`src/rtl/data_sync_tx_if.sv`:
```
// Handshake and bus bundle between local logic / destination domain and the data_sync_tx launcher.
interface data_sync_tx_if #(
  parameter int BUS_WIDTH = 8
);
  logic [BUS_WIDTH-1:0] in_data;
  logic                 in_valid;
  logic                 in_ready;
  logic [BUS_WIDTH-1:0] unsync_bus;
  logic                 bus_enable;
  logic                 ack_async;

  // master: upstream word source plus destination acknowledge; slave: the launcher
  modport master (
    output in_data,
    output in_valid,
    output ack_async,
    input  in_ready,
    input  unsync_bus,
    input  bus_enable
  );

  modport slave (
    input  in_data,
    input  in_valid,
    input  ack_async,
    output in_ready,
    output unsync_bus,
    output bus_enable
  );
endinterface

```
`src/rtl/data_sync_tx.sv`:
```
// Source-domain launcher for a multi-flop bus synchronizer using a 4-phase req/ack handshake.
// Optional request timeout compiled in with `define DATA_SYNC_TX_TIMEOUT_EN.
module data_sync_tx #(
  parameter int BUS_WIDTH      = 8,
  parameter int NUM_STAGES     = 2,
  parameter int TIMEOUT_CYCLES = 64
) (
  input  logic              clk,
  input  logic              rst,
  data_sync_tx_if.slave     bus,
  output logic              busy,
  output logic              timeout_err
);

  localparam logic [1:0] ST_IDLE     = 2'd0;
  localparam logic [1:0] ST_REQ      = 2'd1;
  localparam logic [1:0] ST_WAIT_LOW = 2'd2;

  logic [1:0]            state_reg;
  logic [1:0]            state_next;
  logic [BUS_WIDTH-1:0]  data_reg;
  logic [BUS_WIDTH-1:0]  data_next;
  logic                  enable_reg;
  logic                  enable_next;
  logic [NUM_STAGES-1:0] ack_sync_reg;
  logic                  ack_sync;

  always_ff @(posedge clk or negedge rst) begin
    if (!rst) begin
      ack_sync_reg <= '0;
    end else begin
      ack_sync_reg <= {ack_sync_reg[NUM_STAGES-2:0], bus.ack_async};
    end
  end

  assign ack_sync = ack_sync_reg[NUM_STAGES-1];

`ifdef DATA_SYNC_TX_TIMEOUT_EN
  localparam int             CNT_W     = (TIMEOUT_CYCLES > 2) ? $clog2(TIMEOUT_CYCLES) : 1;
  localparam logic [CNT_W-1:0] CNT_LIMIT = CNT_W'(TIMEOUT_CYCLES - 1);

  logic [CNT_W-1:0] cnt_reg;
  logic [CNT_W-1:0] cnt_next;
  logic             err_reg;
  logic             err_next;

  // Counter is held at zero outside REQ, so it is already cleared on the accepting edge.
  assign cnt_next = (state_reg == ST_REQ) ? cnt_reg + CNT_W'(1) : '0;

  always_ff @(posedge clk or negedge rst) begin
    if (!rst) begin
      cnt_reg <= '0;
      err_reg <= 1'b0;
    end else begin
      cnt_reg <= cnt_next;
      err_reg <= err_next;
    end
  end

  assign timeout_err = err_reg;
`else
  assign timeout_err = 1'b0;
`endif

  always_comb begin
    state_next  = state_reg;
    data_next   = data_reg;
    enable_next = enable_reg;
`ifdef DATA_SYNC_TX_TIMEOUT_EN
    err_next    = 1'b0;
`endif
    case (state_reg)
      ST_IDLE: begin
        if (bus.in_valid) begin
          data_next   = bus.in_data;
          enable_next = 1'b1;
          state_next  = ST_REQ;
        end
      end
      ST_REQ: begin
        // An acknowledge arriving on the limit cycle takes priority over the timeout.
        if (ack_sync) begin
          enable_next = 1'b0;
          state_next  = ST_WAIT_LOW;
        end
`ifdef DATA_SYNC_TX_TIMEOUT_EN
        else if (cnt_reg == CNT_LIMIT) begin
          enable_next = 1'b0;
          state_next  = ST_WAIT_LOW;
          err_next    = 1'b1;
        end
`endif
      end
      ST_WAIT_LOW: begin
        if (!ack_sync) begin
          state_next = ST_IDLE;
        end
      end
      default: begin
        enable_next = 1'b0;
        state_next  = ST_IDLE;
      end
    endcase
  end

  always_ff @(posedge clk or negedge rst) begin
    if (!rst) begin
      state_reg  <= ST_IDLE;
      data_reg   <= '0;
      enable_reg <= 1'b0;
    end else begin
      state_reg  <= state_next;
      data_reg   <= data_next;
      enable_reg <= enable_next;
    end
  end

  assign bus.unsync_bus = data_reg;
  assign bus.bus_enable = enable_reg;
  assign bus.in_ready   = (state_reg == ST_IDLE);
  assign busy           = (state_reg != ST_IDLE);

endmodule

```
`src/flat_wrapper.sv`:
```
// flat-port wrapper written by rule: the top's interface ports become plain ports
module data_sync_tx_flat 
#(
  parameter int BUS_WIDTH      = 8,
  parameter int NUM_STAGES     = 2,
  parameter int TIMEOUT_CYCLES = 64
)
  (clk, rst, busy, timeout_err, bus_in_data, bus_in_valid, bus_ack_async, bus_in_ready, bus_unsync_bus, bus_bus_enable);
  data_sync_tx_if #(.BUS_WIDTH(BUS_WIDTH)) bus_i ();
  input  logic clk;
  input  logic rst;
  output logic busy;
  output logic timeout_err;
  input wire logic [$bits(bus_i.in_data)-1:0] bus_in_data;
  input wire logic [$bits(bus_i.in_valid)-1:0] bus_in_valid;
  input wire logic [$bits(bus_i.ack_async)-1:0] bus_ack_async;
  output wire logic [$bits(bus_i.in_ready)-1:0] bus_in_ready;
  output wire logic [$bits(bus_i.unsync_bus)-1:0] bus_unsync_bus;
  output wire logic [$bits(bus_i.bus_enable)-1:0] bus_bus_enable;
  assign bus_i.in_data = bus_in_data;
  assign bus_i.in_valid = bus_in_valid;
  assign bus_i.ack_async = bus_ack_async;
  assign bus_in_ready = bus_i.in_ready;
  assign bus_unsync_bus = bus_i.unsync_bus;
  assign bus_bus_enable = bus_i.bus_enable;
  data_sync_tx #(.BUS_WIDTH(BUS_WIDTH), .NUM_STAGES(NUM_STAGES), .TIMEOUT_CYCLES(TIMEOUT_CYCLES)) u_core (.clk(clk), .rst(rst), .bus(bus_i), .busy(busy), .timeout_err(timeout_err));
endmodule
```
`config.mk`:
```
export PLATFORM = sky130hd
export DESIGN_NAME = data_sync_tx_flat
export DESIGN_NICKNAME = d
export VERILOG_FILES = /design/src/rtl/data_sync_tx_if.sv /design/src/rtl/data_sync_tx.sv /design/src/flat_wrapper.sv
export SDC_FILE = /design/constraint.sdc
export NUM_CORES = 1
export LEC_CHECK = 0
export ABC_AREA = 0
export CAP_MARGIN = 20
export CORE_MARGIN = 3
export CORE_UTILIZATION = 39
export CTS_CLUSTER_SIZE = 20
export DETAILED_ROUTE_END_ITERATION = 10
export PLACE_DENSITY = 0.76
export SETUP_SLACK_MARGIN = 0.5
export SLEW_MARGIN = 20
export SYNTH_ARGS = -nofsm -noshare
export SYNTH_HDL_FRONTEND = slang
export SYNTH_SLANG_ARGS = --single-unit
```
`constraint.sdc`:
```
create_clock -name clk -period 1.8 [get_ports clk]
set_clock_uncertainty 0.2 [all_clocks]
set_input_delay 0.18 -clock clk [delete_from_list [all_inputs] [get_ports clk]]
set_output_delay 0.18 -clock clk [all_outputs]
set_load 0.02 [all_outputs]
```
==> metrics.md <==
| Metric | Value |
|---|---|
| Status | finished with violations |
| Failing checks | hold timing |
| Seq/Total Area, Yosys | 0.6075 |
| Die X | 43.06 microns |
| Max Clk Rate | 705.9 MHz |
| Post-DP HPWL | around 820 microns |
| Register Area | 327.8 sq um |
| Max Slew Vio Count | 0 |
| Worst hold margin | -0.03366 ns |
| Largest cells by area after synthesis | dfrtp_1, mux2_4, buf_6 |
| Hold WC Path Type | in -> async |
| Setup violators final | 0 |
| Sequential power share | 0.354 |
| Post-Synthesis Cells | 35 |
| Synthesis-stage register bit count | 13 |
| Vias | 349 |
| Rows | 12 |
| Synth cell types | 14 |
| Drt first pass iters | 2 |
| Tmin final | 1.417 ns |
| Post-synthesis cell area | 535.5 sq um |
| Cell Chain, Critical Path | nor2_4, and2_4, mux2_4 |
| Detailed-route wire length per cell | about 14 microns |
| Power density over the cells | between 1500 and 2000 nW/um^2 |
| Routed WL | 1040 microns |
| P&R area growth vs syn | 42.52% |
| Clk_lat worst skew | around 0.28 ns |
| Setup slack, reg-to-reg | between 0.3 and 0.4 ns |
| CTS tree | built |
| WP data arrival | 1.38 ns |
| Worst-path fanout max | 8 |
| # Max-Cap Violations | 0 |
| Total core area | 1201 sq um |
| Most frequent cells in the layout | clkdlybuf4s50_1, dfrtp_1, buf_2 |
| Area occupied by multi-input gates | 185.2 sq um |
| P_sw | ~540 uW |
| Comb power frac | 0.521 |
| Grt ovf | 0 |
| Die H | approximately 43 microns |
| Endpoints failing hold | 7 |
| DR DRC count | 0 |
| Cell Int Power | 885.3 uW |
| YS warnings | 0 |
| Cell taking the most area after synthesis | dfrtp_1 |
| Critical path's slowest cell | dfrtp_2 |
| Gpl congestion | around 0.6 |
| Clk root buf | clkbuf_4 |
| Switching share of total power | 0.3794 |
| RSZ-0062 raised after global routing | true |
| Setup TNS | 0 ns |
| Nature of the critical path startpoint | register |
| CP peak stage delay | 0.43 ns |
| Fin util | 0.6354 |
| Number of global-route vias before repair | 397 |
| Peak VDD IR | a little over 0.9 mV |
| Leak | 0.3744 nW |
| Synthesized Nets | 47 |
| Clk network pwr share | 0.126 |
| NumNets Final | 75 |
| Clock slew at reported path FFs | about 0.080 ns |
| Setup CP Type | reg -> reg |
| Required time worst endpoint | 1.77 ns |
| Layout cells sized above 1 | 0.4839 |
| Largest net degree at the start of global routing | 9 |
| Final Cycle Share | 0.7870 |
| Starting density of the core | 0.4458 |
| Filler cells | 105 |
| Area share of the largest cell type after synthesis | 0.6075 |
| Antenna Nets Post-Route | 0 |
| TritonCTS buffer count | 3 |
| H-tree depth | 1 |
| Via/cell ratio | 4.592 |
| Initial antenna violation count | 0 |
| ANT cells | 0 |
| Largest register FFs | 8 |
| Tot GR Track Use | 0.1426 |
| Avg Cell Area, Syn | 15.30 sq um |
| CTS max path bufs | 2 |
| Clock Sink Count | 13 |
| Die Footprint | 1854 sq um |
| Ports | 24 |
| DR iter-0 viols | 2 |
| First-pass GRT wire length | 1869 microns |
| Crit. End Element | register |
| I/O Buffers | 22 |
==> cells by family after synthesis <==
logic type,count (synthesis),share of synthesized area
compound gates,3,0.04207
xor+xnor,1,0.01636
mux,8,0.2243
simple gates,4,0.04674
buf+inv,5,0.05608
flops,13,0.6075
other cells,1,0.007003
==> path summary, 6_finish.rpt <==
kind / startpoint / cells after the start / end
worst max register to register: u_core.state_reg[1] / 3 / u_core.bus.unsync_bus[0]
worst max-delay path: u_core.state_reg[1] / 3 / u_core.bus.unsync_bus[0]
worst min-delay path: rst / 1 / u_core.bus.unsync_bus[4]
min in group clk: bus_ack_async / 1 / u_core.ack_sync_reg[0]
worst min register to register: u_core.ack_sync_reg[0] / 0 / u_core.ack_sync_reg[1]
max in group asynchronous: rst / 2 / u_core.bus.unsync_bus[7]
==> what timing repair did <==
item,in CTS,in global routing
setup buffers,2,0
endpoints found under the setup margin,19,11
gates resized for setup,46,1
hold endpoints to repair,7,7
gates cloned,0,0
==> worst max-delay path: cells and delay by family, from the launching register on <==
family / cells / cell delay, ns
simple gates: 2 / 0.36
flops: 1 / 0.43
mux: 1 / 0.32
==> power groups by stage <==
stage / clock network (mW) / registers [mW] / logic [mW]
after global routing: 0.197 / 0.525 / 0.796
after CTS: 0.186 / 0.509 / 0.765
final: 0.179 / 0.504 / 0.743
after global placement: 0 / 0.528 / 0.786
after floorplan: 0 / 0.650 / 0.362
after detailed placement: 0 / 0.536 / 0.807
==> synth_stat cells <==
cell and n:
nor2_2 1, inv_1 3, buf_6 1, and2_1 1, nor2_1 1, and2_4 1
xor2_1 1, conb_1 1, buf_4 1, dfrtp_1 13, mux2_4 8, o22ai_1 1
a2bb2oi_1 1, a211oi_1 1
==> routing by layer <==
metal  vias to the layer above  GRT usage  share of wire
met1                       165     0.1830           0.41
li1                        166          -              -
met5                         -          0              0
met4                         0    0.07229          0.012
met3                         2    0.03814          0.079
met2                        16     0.2186           0.50
==> layout make-up <==
type	count	share of cell area
repair buffers	25	0.2541
clock inverters	1	0.006557
flip-flops and latches	13	0.4295
multi-input cells	17	0.2426
well taps	14	0.02295
clock buffers	3	0.02951
inverters	3	0.01475
==> through the flow <==
step	power, mW	hold slack (ns)	std cells	cell area (sq um)	setup WS [ns]
after floorplan	1.012	-0.3156	35	545.5	0.2753
after global placement	1.314	0.1327	70	768.2	0.2381
after detailed placement	1.343	0.1371	70	768.2	0.2101
after CTS	1.460	-0.03015	76	769.5	0.3612
after global routing	1.518	-0.01981	76	763.2	0.3304
final	1.427	-0.03366	76	763.2	0.3834
No activity file was read; power rests on OpenSTA's default activity.
